<file path="config.mk">
export PLATFORM = sky130hd
export DESIGN_NAME = gold_lfsr_gen_flat
export DESIGN_NICKNAME = d
export VERILOG_FILES = /design/src/rtl/gold_lfsr_gen_if.sv /design/src/rtl/gold_lfsr_gen.sv /design/src/flat_wrapper.sv
export SDC_FILE = /design/constraint.sdc
export NUM_CORES = 1
export LEC_CHECK = 0
export CAP_MARGIN = 20
export CELL_PAD_IN_SITES_DETAIL_PLACEMENT = 1
export CELL_PAD_IN_SITES_GLOBAL_PLACEMENT = 1
export CORE_UTILIZATION = 33
export DETAILED_ROUTE_END_ITERATION = 7
export GPL_TIMING_DRIVEN = 0
export PLACE_DENSITY = 0.82
export REMOVE_ABC_BUFFERS = 1
export SLEW_MARGIN = 20
export SYNTH_ARGS = -nofsm -noshare
export SYNTH_HDL_FRONTEND = slang
export SYNTH_SLANG_ARGS = --single-unit
</file>
<file path="constraint.sdc">
create_clock -name Clock -period 1.7 [get_ports Clock]
set_input_delay 0.17 -clock Clock [delete_from_list [all_inputs] [get_ports Clock]]
set_output_delay 0.17 -clock Clock [all_outputs]
set_load 0.05 [all_outputs]
</file>
<file path="src/rtl/gold_lfsr_gen_if.sv">
// Gold-code LFSR branch interface.
// Groups the control, fill and sequence-output signals of one gold_lfsr_gen.
//   Enable     : advance the sequence by STEP bits this cycle
//   Fill_En    : parallel-load Fill_Data into the state and seed registers
//   Fill_Data  : new fill value (LEN bits)
//   Seq_Out    : STEP sequence bits, bit 0 earliest in time
//   Seq_Valid  : Seq_Out is valid this cycle
//   Epoch      : one-cycle pulse on the last output word of an epoch
//   Lock_Err   : state register is all zero
// master drives the controls (testbench / sequencer), slave is the generator.
interface gold_lfsr_gen_if #(
  parameter int unsigned LEN  = 26,
  parameter int unsigned STEP = 1
);
  logic            Enable;
  logic            Fill_En;
  logic [LEN-1:0]  Fill_Data;
  logic [STEP-1:0] Seq_Out;
  logic            Seq_Valid;
  logic            Epoch;
  logic            Lock_Err;

  modport master (
    output Enable, Fill_En, Fill_Data,
    input  Seq_Out, Seq_Valid, Epoch, Lock_Err
  );

  modport slave (
    input  Enable, Fill_En, Fill_Data,
    output Seq_Out, Seq_Valid, Epoch, Lock_Err
  );
endinterface

</file>
<file path="src/rtl/gold_lfsr_gen.sv">
// Parametrised Fibonacci LFSR sequence generator for one Gold-code branch.
// Produces STEP bits per Enable cycle, supports single-cycle parallel fill,
// an epoch counter that reloads the last fill (or SEED) every EPOCH Enables,
// and all-zero lock-up detection with optional recovery to SEED.
// Ports:
//   Clock : rising-edge clock
//   Reset : synchronous, active-high reset
//   bus   : gold_lfsr_gen_if slave (Enable, Fill_En, Fill_Data in;
//           Seq_Out, Seq_Valid, Epoch, Lock_Err out, all registered)
module gold_lfsr_gen #(
  parameter int unsigned    LEN          = 26,
  parameter logic [LEN-1:0] TAPS         = 26'h2000008,
  parameter int unsigned    STEP         = 1,
  parameter logic [LEN-1:0] SEED         = 26'h0000001,
  parameter int unsigned    EPOCH        = 0,
  parameter int unsigned    CNT_W        = 16,
  parameter bit             AUTO_RECOVER = 1'b1
) (
  input logic           Clock,
  input logic           Reset,
  gold_lfsr_gen_if.slave bus
);

  localparam bit             EpochOn   = (EPOCH != 0);
  // Truncated value is only used when EpochOn is set.
  localparam logic [CNT_W-1:0] EpochLast = CNT_W'(EPOCH - 1);
  localparam logic [CNT_W-1:0] CntOne    = CNT_W'(1);

  logic [LEN-1:0]   state_q, state_d;
  logic [LEN-1:0]   seed_q, seed_d;
  logic [CNT_W-1:0] cnt_q, cnt_d;
  logic [STEP-1:0]  out_q, out_d;
  logic             valid_q, valid_d;
  logic             epoch_q, epoch_d;
  logic             lock_q, lock_d;

  logic [STEP-1:0]  step_bits;
  logic [LEN-1:0]   adv_state;
  logic             epoch_hit;

  // STEP Fibonacci steps unrolled: output the MSB, shift left, feed back the
  // tap parity into bit 0.
  always_comb begin
    logic [LEN-1:0] s;
    s         = state_q;
    step_bits = '0;
    for (int k = 0; k < int'(STEP); k++) begin
      step_bits[k] = s[LEN-1];
      s            = {s[LEN-2:0], ^(s & TAPS)};
    end
    adv_state = s;
  end

  assign epoch_hit = EpochOn && (cnt_q == EpochLast);

  always_comb begin
    state_d = state_q;
    seed_d  = seed_q;
    cnt_d   = cnt_q;
    out_d   = out_q;
    valid_d = 1'b0;
    epoch_d = 1'b0;

    if (bus.Fill_En) begin
      // Fill has priority over Enable; no output word this cycle.
      state_d = bus.Fill_Data;
      seed_d  = bus.Fill_Data;
      cnt_d   = '0;
    end else if (bus.Enable) begin
      if (AUTO_RECOVER && (state_q == '0)) begin
        state_d = SEED;
        cnt_d   = '0;
      end else if (epoch_hit) begin
        // Last word of the epoch comes from the current state, then restart
        // from the last loaded seed rather than the advanced state.
        out_d   = step_bits;
        valid_d = 1'b1;
        epoch_d = 1'b1;
        state_d = seed_q;
        cnt_d   = '0;
      end else begin
        out_d   = step_bits;
        valid_d = 1'b1;
        state_d = adv_state;
        if (EpochOn) begin
          cnt_d = cnt_q + CntOne;
        end
      end
    end

    // Registered alongside the state so it describes the current state_q.
    lock_d = (state_d == '0);
  end

  always_ff @(posedge Clock) begin
    if (Reset) begin
      state_q <= SEED;
      seed_q  <= SEED;
      cnt_q   <= '0;
      out_q   <= '0;
      valid_q <= 1'b0;
      epoch_q <= 1'b0;
      lock_q  <= 1'b0;
    end else begin
      state_q <= state_d;
      seed_q  <= seed_d;
      cnt_q   <= cnt_d;
      out_q   <= out_d;
      valid_q <= valid_d;
      epoch_q <= epoch_d;
      lock_q  <= lock_d;
    end
  end

  assign bus.Seq_Out   = out_q;
  assign bus.Seq_Valid = valid_q;
  assign bus.Epoch     = epoch_q;
  assign bus.Lock_Err  = lock_q;

endmodule

</file>
<file path="src/flat_wrapper.sv">
// flat-port wrapper written by rule: the top's interface ports become plain ports
module gold_lfsr_gen_flat 
#(
  parameter int unsigned    LEN          = 26,
  parameter logic [LEN-1:0] TAPS         = 26'h2000008,
  parameter int unsigned    STEP         = 1,
  parameter logic [LEN-1:0] SEED         = 26'h0000001,
  parameter int unsigned    EPOCH        = 0,
  parameter int unsigned    CNT_W        = 16,
  parameter bit             AUTO_RECOVER = 1'b1
)
  (Clock, Reset, bus_Enable, bus_Fill_En, bus_Fill_Data, bus_Seq_Out, bus_Seq_Valid, bus_Epoch, bus_Lock_Err);
  gold_lfsr_gen_if #(.LEN(LEN), .STEP(STEP)) bus_i ();
  input logic Clock;
  input logic Reset;
  input wire logic [$bits(bus_i.Enable)-1:0] bus_Enable;
  input wire logic [$bits(bus_i.Fill_En)-1:0] bus_Fill_En;
  input wire logic [$bits(bus_i.Fill_Data)-1:0] bus_Fill_Data;
  output wire logic [$bits(bus_i.Seq_Out)-1:0] bus_Seq_Out;
  output wire logic [$bits(bus_i.Seq_Valid)-1:0] bus_Seq_Valid;
  output wire logic [$bits(bus_i.Epoch)-1:0] bus_Epoch;
  output wire logic [$bits(bus_i.Lock_Err)-1:0] bus_Lock_Err;
  assign bus_i.Enable = bus_Enable;
  assign bus_i.Fill_En = bus_Fill_En;
  assign bus_i.Fill_Data = bus_Fill_Data;
  assign bus_Seq_Out = bus_i.Seq_Out;
  assign bus_Seq_Valid = bus_i.Seq_Valid;
  assign bus_Epoch = bus_i.Epoch;
  assign bus_Lock_Err = bus_i.Lock_Err;
  gold_lfsr_gen #(.LEN(LEN), .TAPS(TAPS), .STEP(STEP), .SEED(SEED), .EPOCH(EPOCH), .CNT_W(CNT_W), .AUTO_RECOVER(AUTO_RECOVER)) u_core (.Clock(Clock), .Reset(Reset), .bus(bus_i));
endmodule
</file>
==> flow_metrics.tcl <==
set metrics [dict create \
    finalClockSkew_ns 0.007317 \
    outcome "finished, violations left" \
    synth_sequential_area_ratio_pct 38.10 \
    overall_die_height_um 69.96 \
    cp-start-kind "flop" \
    maximum_clock_path_buffer_count 2 \
    rsz0062_at_grt "true" \
    netlist_area_um2 1524 \
    holdCritPathClass "in -> reg" \
    critical_path.max_fanout 3 \
    first_global_vias 1428 \
    setup-tns-final_ns -0.05615 \
    layout_setup_ws_ns -0.05615 \
    floorplan.initialDensity_pct 34.76 \
    design.die.area_um2 4894 \
    place.detailed.hpwl_mm 2.666 \
    ctsRootBufferMaster "sky130_fd_sc_hd__clkbuf_8" \
    yosysTopAreaCell "sky130_fd_sc_hd__dfxtp_1" \
    met1Wirelength_mm 1.832 \
    gr-usage-all-layers_pct 17.83 \
    mostFrequentLayoutCells "32 x sky130_fd_sc_hd__nor2_1, 29 x sky130_fd_sc_hd__clkdlybuf4s50_1, 19 x sky130_fd_sc_hd__dfxtp_1" \
    leakage_uw 0.0008352 \
    yosys.area.top_type_share_pct 38.10 \
    yosys.cell_types.count 35 \
    post_synth_main_area_contributors "sky130_fd_sc_hd__dfxtp_1 38%, sky130_fd_sc_hd__mux2i_1 14%, sky130_fd_sc_hd__mux2_2 9.6%" \
    fill_cell_count 510 \
    violations "negative setup slack" \
    final_max_slew_viol_count 0 \
    avgRoutedWirePerCell_um 16.20 \
    antenna_cells 0 \
    grt_antenna_before_repair 0 \
    path_clk_slew_ns 0.06 \
    num_vias 1364 \
    final_core_utilization_pct 48.80 \
    mostFrequentLayoutCell "sky130_fd_sc_hd__nor2_1" \
    dr.max_layer_used "met4" \
    synth-warning-count 0 \
    globalRouteOverflowTotal 0 \
    design.core.area_um2 4384 \
    detail_route.wirelength_mm 4.196 \
    tightestPinTransition_ns 0.5332 \
    port-buffer-count 32 \
    post_cts_hold_buffer_count 0 \
    core.rowCount 24 \
    drt_iter0_drc 61 \
    hold_violations 0 \
    cts_sinks 29 \
    numCtsBuffers 5 \
    worst_setup_path_end_kind "flop" \
    postSynthCellCount 168 \
    maxCapViolations 0 \
    postSynthAreaPerCell_um2 9.071 \
    critPathKind "reg -> reg" \
    globalplace.congestion 0.7783 \
    design.portCount 34 \
    holdWs_ns 0.3330 \
    timing.critical_path.required_ns 1.91 \
    endpoints_failing_setup 1 \
    detail_route.first_pass.iterations 4 \
    clock_tree_from_tritoncts "done" \
    number_of_nets_in_the_finished_design 236 \
    worstPathArrival_ns 1.97 \
    irDropWorstVdd_uv 420.0 \
    postRouteAntennaNets 0 \
    grt_pass1_wl_mm 6.734 \
    route.met3.wl_um 159 \
    power.density_nw_per_um2 796.5 \
    finalCriticalPeriod_ns 1.756 \
    layout-area-overhead-vs-synth_pct 40.39 \
    max_clock_freq_ghz 0.5694 \
    avgViaCountPerCell 5.266 \
    routed-wl-met2_mm 2.154 \
    chipWidth_um 69.96 \
    post-route-period-util_pct 103.3 \
    htreeDepth 2 \
    drcViolationCount 0 \
    clk-insertion-delay-late_ns 0.29 \
    post_route_cells_drive_above_1_share_pct 30.43 \
    yosys_register_bits 29 \
    largest_net_degree_at_the_start_of_global_routing 35 \
    max_slew_headroom_pct 64.45 \
]
==> routing by layer <==
metal / vias up / global-route usage, %
met4: 0 / 5.333
met3: 6 / 4.329
met2: 29 / 31.20
met1: 655 / 21.47
met5: - / 0
li1: 674 / -
==> power breakdown <==
part           internal, uW  leakage [uW]  switching, uW
combinational           214      0.000553            172
clock                   290     0.0000395            265
sequential              724      0.000243           38.6
==> cells in the mapped netlist (all sizes together) <==
cell type and count:
nor4 6, dfxtp 29, nand3 3, nor2 32, or2 1, o21ai 2
nand2 5, o211ai 1, clkbuf 6, conb 1, nor3b 1, buf 7
o21ba 1, mux2 17, nand2b 2, nor4b 1, nand4 4, a2111oi 1
nor3 6, xnor2 1, nor2b 3, a31oi 2, o31a 1, mux2i 21
a221o 1, a21oi 10, a211oi 1, or4 2
==> worst max-delay path: stages, from the launching register on <==
cell                      delay (ns)
sky130_fd_sc_hd__dfxtp_2        0.33
sky130_fd_sc_hd__mux2_4         0.28
sky130_fd_sc_hd__mux2i_2        0.19
sky130_fd_sc_hd__nand4_1        0.16
sky130_fd_sc_hd__or4_4          0.56
sky130_fd_sc_hd__nor3_4         0.17
==> kinds of logic after synthesis <==
group	share of synthesized area, %
XOR/XNOR	0.5748
buffers and inverters	5.008
other	0.2461
multiplexers	26.60
AND/OR/NAND/NOR	21.26
flip-flops	38.10
AO/OA/AOI/OAI	8.211
==> final timing paths <==
path,depth (start not counted),slack [ns],startpoint,endpoint
worst max-delay path,5,-0.06,u_core.state_q[14],u_core.bus.Lock_Err
worst min-delay path,3,0.33,bus_Enable,u_core.bus.Seq_Valid
worst max register to register,5,-0.06,u_core.state_q[14],u_core.bus.Lock_Err
worst min register to register,2,0.48,u_core.bus.Seq_Out,u_core.bus.Seq_Out
==> flip-flops by register name (all words and copies together), names as in the netlist <==
register              flops
u_core.bus.Lock_Err       1
u_core.bus.Seq_Out        1
u_core.bus.Seq_Valid      1
u_core.state_q           26
==> repair_timing <==
action                                  in CTS  in global routing
buffers inserted                            11                  1
resized for setup                            7                 32
endpoints found under the setup margin       1                  3
pin swaps                                    4                  4
endpoints found under the hold margin        0                  0
==> stage by stage <==
step           setup WS, ns  instances  total power (uW)  area, um^2
6_report           -0.05615        259              1704        2140
5_1_grt             -0.1207        259              1784        2140
4_1_cts           -0.006892        259              1666        2022
3_5_place_dp        -0.5743        240              1074        1843
3_3_place_gp         -1.467        239              1070        1833
2_1_floorplan        0.1363        155             917.8        1448
==> cell type report <==
type / instances / area, um^2 / area share, %
clock buffer: 8 / 80.08 / 3.743
timing repair buffer: 44 / 414.1 / 19.36
multi-input combinational: 126 / 984.7 / 46.02
sequential: 29 / 595.6 / 27.84
tap: 52 / 65.06 / 3.041
No activity file was read; power rests on OpenSTA's default activity.
==> RTL edit 1 (config.mk and constraints unchanged) <==
`TAPS` is set to 26'h2000008 in 2 places; all go to 26'h1800006.
--- a/src/rtl/gold_lfsr_gen.sv
+++ b/src/rtl/gold_lfsr_gen.sv
@@ -9,7 +9,7 @@
 //           Seq_Out, Seq_Valid, Epoch, Lock_Err out, all registered)
 module gold_lfsr_gen #(
   parameter int unsigned    LEN          = 26,
-  parameter logic [LEN-1:0] TAPS         = 26'h2000008,
+  parameter logic [LEN-1:0] TAPS         = 26'h1800006,
   parameter int unsigned    STEP         = 1,
   parameter logic [LEN-1:0] SEED         = 26'h0000001,
   parameter int unsigned    EPOCH        = 0,
--- a/src/flat_wrapper.sv
+++ b/src/flat_wrapper.sv
@@ -2,7 +2,7 @@
 module gold_lfsr_gen_flat 
 #(
   parameter int unsigned    LEN          = 26,
-  parameter logic [LEN-1:0] TAPS         = 26'h2000008,
+  parameter logic [LEN-1:0] TAPS         = 26'h1800006,
   parameter int unsigned    STEP         = 1,
   parameter logic [LEN-1:0] SEED         = 26'h0000001,
   parameter int unsigned    EPOCH        = 0,
Behaviour: not the same (a bounded check fails within 4 cycles, from zero or initial values and one cycle with Reset high).
==> RTL edit 1 against the original RTL <==
Wire length fell by 2.0%. Sequential cell count unchanged. Non-clock buffer count decreased by 4. Hold slack got worse by 0.0023 ns. Largest cell class unchanged. Clock skew is 0.0024 ns lower. Area after synthesis grew 1.1%. Design area fell by 3.1%. Maximum frequency increased by 6.5%. Total power up 0.21%. Setup slack better by 0.11 ns.
==> RTL edit 1: results (changes against the original RTL) <==
Yosys
  • Async set-reset flop share out of synthesis: 0% (unchanged)
  • Area share of xor/xnor cells in the synthesized design: 1.705% (+1.1 points)
  • Synth top cells by count: 32 x nor2_1, 29 x dfxtp_1, 21 x mux2i_1
  • Synth top area cells: dfxtp_1 38%, mux2i_1 14%, mux2_2 9.5%, nor2_1 7.8%, a21oi_1 3.2%
  • Synth Area in Compound Gates: 8.117% (-0.093 points)
  • Seq/Total Area, Yosys: 37.66% (-0.43 points)
  • Post-synthesis mux area share: 26.30% (-0.30 points)
  • Cell variety after synth: 36 (+2.9%)

Critical path
  • Critical-path top delay cell: or4_4
  • Arr. time, crit path: 1.86 ns (-0.11 ns)
  • Slowest stage delay, CP: 0.49 ns (-0.07 ns)
  • Crit path max fanout: 3 (unchanged)
  • CP delay by family, top: simple AND/OR/NAND/NOR gates
  • Critical R2R Launch: u_core.state_q[20]

Run status
  • Status: finished, final reports clean

Place
  • RePlAce Congestion: 0.7230 (-7.1%)
  • Post-DP HPWL: 2817 um (+5.6%)
  • IO Port Bufs: 32 (unchanged)
  • Placement Cell Area: 1868 sq um (+1.4%)

Route
  • Met3 wire len: 142 um (-11%)
  • DR iter-0 viols: 53 (-13%)
  • Avg WL per Cell: 16.06 um (-0.85%)
  • Routed met1 length: 1834 um (+0.11%)
  • Met2 WL: 2076 um (-3.6%)
  • Avg Vias per Cell: 5.199 (-1.3%)

STA
  • Rel. slew slack: 64.80% (+0.35 points)
  • Max Clock Skew: 0.004891 ns (-0.002427 ns)

Global routing
  • Grt met3 use: 3.752% (-0.58 points)
  • Largest net degree at the start of global routing: 34 (-2.9%)
  • GR Util met2: 28.68% (-2.5 points)
  • Initial antenna violation count: 0 (unchanged)
  • Met1 global-route usage: 22.09% (+0.63 points)
  • GRT Overall Usage: 17.61% (-0.22 points)
  • First-pass GRT wire length: 6693 um (-0.61%)
  • Vias in the first global route: 1387 (-2.9%)

Power and ir drop
  • Worst vdd ir: 0.2864 mV (-32%)
  • Leakage power: 0.0008114 uW (-2.8%)
  • Internal power: 1241 uW (+0.95%)

Clocking
  • Clk slew on worst S/H paths: 0.06 ns (about the same)
  • Number of CTS-inserted buffers: 5 (unchanged)

Layout
  • Nets: 234 (-0.85%)
  • Max FFs per register: 26 (unchanged)
  • Filler cells: 508 (-0.39%)
  • Layout cell share with drive strength beyond 1: 25.49% (-4.9 points)
  • # diodes: 0 (unchanged)

Min path
  • Worst Hold Class: in -> reg
## RTL edit 1: changes by cell type in the layout (fill, tap and decap cells not counted), sizes merged
cell  delta
xor2     +2
buf      -5
## RTL edit 1: power by group through the flow
stage,combinational [uW],sequential (uW),clock [uW]
final,360,762,586
after global routing,394,768,628
after CTS,333,760,595
after detailed placement,314,776,0
after global placement,309,773,0
after floorplan,162,767,0
## RTL edit 1: per-stage QoR
| step | std cells | worst slack, ns |
|---|---|---|
| floorplan | 157 | 0.1211 |
| global placement | 241 | -1.470 |
| detailed placement | 242 | -0.5291 |
| CTS | 251 | 0.003478 |
| global route | 256 | -0.04023 |
| finish | 256 | 0.05180 |
## RTL edit 1: final cells by class
| type | count | area [sq um] | share of cell area, % |
|---|---|---|---|
| well taps | 52 | 65.06 | 3.138 |
| clock buffers | 7 | 86.33 | 4.164 |
| repair buffers | 40 | 394.1 | 19.01 |
| flip-flops and latches | 29 | 593.1 | 28.61 |
| multi-input cells | 128 | 934.6 | 45.08 |
## RTL edit 1: what timing repair did
item | CTS | global route
setup endpoints to repair | 1 | 1
pin swaps | 5 | 4
hold buffers | 0 | 0
buffers inserted | 2 | 5
resized for setup | 11 | 13
## RTL edit 1: worst paths after layout
check                                       endpoint  slack [ns]  cells after the start
worst max-delay path             u_core.bus.Lock_Err        0.05                      5
worst max register to register   u_core.bus.Lock_Err        0.05                      5
worst min-delay path            u_core.bus.Seq_Valid        0.33                      3
worst min register to register    u_core.bus.Seq_Out        0.49                      2
## RTL edit 1: logic make-up after synthesis
kind of cell | after synthesis
mux | 38
simple gates | 66
compound gates | 20
buf+inv | 13
other cells | 1
flops | 29
xor+xnor | 3
==> RTL edit 2 (same settings) <==
Made on the original files. Reset style: asynchronous (`Reset`), changed in one clocked block. Comments in the files are not updated.
--- a/src/rtl/gold_lfsr_gen.sv
+++ b/src/rtl/gold_lfsr_gen.sv
@@ -92,7 +92,7 @@
     lock_d = (state_d == '0);
   end
 
-  always_ff @(posedge Clock) begin
+  always_ff @(posedge Clock or posedge Reset) begin
     if (Reset) begin
       state_q <= SEED;
       seed_q  <= SEED;
Formal check against the unedited RTL: differs if Reset is asserted again (counterexample within 4 cycles, from zero or initial values and one cycle with Reset high); with Reset held inactive, the same outputs for 10 cycles.
==> RTL edit 2 against the original RTL <==
Synthesized cell count is 14% lower. Sequential cell count stayed put. Total power is 2.1% higher. Register-to-register slack better by 0.19 ns. Design area is 12% lower. Sequential power is 9.2% higher. Area after synthesis is 4.4% lower. Clock skew is 0.0047 ns lower. Non-clock buffer count is 11 lower. First-iteration DRC count is 13% higher. Setup slack better by 0.16 ns. Wire length is 12% lower. Critical endpoint is now bus_Seq_Out. Largest cell class is now registers. Highest routed layer unchanged.
==> RTL edit 2: results (changes against the original RTL) <==
Clocking
  • Number of CTS-inserted buffers: 5 (unchanged)
  • CTS max path bufs: 2 (unchanged)
  • Clk slew on worst S/H paths: 0.06 ns (about the same)
  • H-tree levels: 2 (unchanged)
  • Postcts setup bufs: 0 (-11)
  • Skew-Pair Late Insertion Delay: 0.28 ns
  • Root buffer cell: clkbuf_8
  • Post-cts sizing count: 2 (-5)

Critical path
  • Crit path max fanout: 2 (-1)
  • R2r endpoint: u_core.bus.Seq_Out
  • Arr. time, crit path: 1.43 ns (-0.54 ns)
  • Slowest stage delay, CP: 0.80 ns (+0.24 ns)
  • Worst R2R Setup Slack: 0.13 ns (+0.19 ns)
  • Critical-path top delay cell: clkdlybuf4s50_1
  • R2r worst-path depth: 4 (-1)
  • CP delay by family, top: buffers and inverters
  • Critical R2R Launch: u_core.state_q[22]

Global routing
  • Initial antenna violation count: 0 (unchanged)
  • Largest net degree at the start of global routing: 53 (+51%)
  • GRT Overall Usage: 16.66% (-1.2 points)
  • First-pass GRT wire length: 5547 um (-18%)
  • Vias in the first global route: 1169 (-18%)

Route
  • Avg Vias per Cell: 5.147 (-2.3%)
  • DR iter-0 viols: 69 (+13%)
  • DRT Wirelength: 3689 um (-12%)
  • TritonRoute pass-1 iters: 4 (unchanged)

Place
  • Placement Cell Area: 1772 sq um (-3.9%)
  • Place WS: -0.1855 ns (+0.3888 ns)
  • Post-DP HPWL: 2604 um (-2.4%)
  • IO Port Bufs: 32 (unchanged)
  • RePlAce Congestion: 0.7514 (-3.5%)

Min path
  • Min-delay src: bus_Fill_En
  • Worst Hold Endpoint: u_core.state_q[16]
  • Worst Hold Class: in -> reg
  • Hold Path Depth: 3 (unchanged)

Yosys
  • Async set-reset flop share out of synthesis: 100.0% (+100 points)
  • Synth top cells by count: 28 x dfrtp_1, 26 x nand2_1, 25 x mux2i_1
  • Seq/Total Area, Yosys: 49.91% (+12 points)
  • Yosys warning count: 0 (unchanged)
  • Synth top area cells: dfrtp_1 48%, mux2i_1 17%, o21ai_0 6.9%, nand2_1 6.7%, nor4_1 4.3%
  • Cell variety after synth: 24 (-31%)

Layout
  • Biggest register: u_core.state_q
  • Layout cell share with drive strength beyond 1: 10.29% (-20 points)
  • Max FFs per register: 26 (unchanged)
  • # diodes: 0 (unchanged)
  • Nets: 204 (-14%)

Power and ir drop
  • Worst vdd ir: 0.3127 mV (-26%)
  • Leakage power: 0.0008188 uW (-2.0%)

STA
  • Rel. slew slack: 58.63% (-5.8 points)
  • Final setup vio count: 0 (-1)
  • Max Clock Skew: 0.002621 ns (-0.004696 ns)

Run status
  • Status: finished, final reports clean
==> RTL edit 2: how the worst max path moves through the flow <==
stage                       start                  end  slack [ns]  cells past startpoint
2_1_floorplan   u_core.state_q[5]   u_core.bus.Seq_Out        0.22                      4
3_3_place_gp          bus_Fill_En  u_core.bus.Lock_Err       -1.13                      5
3_5_place_dp           bus_Enable  u_core.bus.Lock_Err       -0.19                      6
4_1_cts        u_core.state_q[22]   u_core.bus.Seq_Out        0.04                      4
5_1_grt        u_core.state_q[16]   u_core.bus.Seq_Out        0.03                      4
6_report       u_core.bus.Seq_Out          bus_Seq_Out        0.10                      1
==> RTL edit 2: routing by layer <==
metal	up-vias	GRT usage, %	wire, um
li1	567	-	-
met1	561	18.86	1635
met2	24	29.53	1860
met3	6	4.500	145
met4	0	6.250	47
met5	-	0	0
==> RTL edit 2: cell type report <==
cell class / count / area [sq um]
inverters: 2 / 7.507
repair buffers: 33 / 332.8
clock buffers: 8 / 90.09
fillers: 467 / 2228
flip-flops and latches: 29 / 726.9
multi-input cells: 103 / 666.9
well taps: 50 / 62.56
==> RTL edit 2: cell families after synthesis <==
group / share of synthesized area (%)
simple gates: 15.64
mux: 17.96
buf+inv: 5.843
compound gates: 9.794
other cells: 0.2575
flops: 49.91
xor+xnor: 0.6015
==> RTL edit 2: per-stage QoR <==
step                instances  hold slack [ns]  power (uW)  TNS (ns)
global route              225           0.2324        1827         0
floorplan                 134           0.2474       986.8         0
finish                    225           0.2140        1740         0
detailed placement        217           0.5052        1157   -0.2353
CTS                       225           0.2247        1754         0
global placement          216           0.4889        1139    -17.18
==> RTL edit 2: report_power, final <==
group | switching [uW] | leakage [uW] | internal [uW]
logic | 168 | 0.000420 | 154
registers | 69.1 | 0.000354 | 764
clock network | 255 | 0.0000455 | 329
total | 493 | 0.000819 | 1250
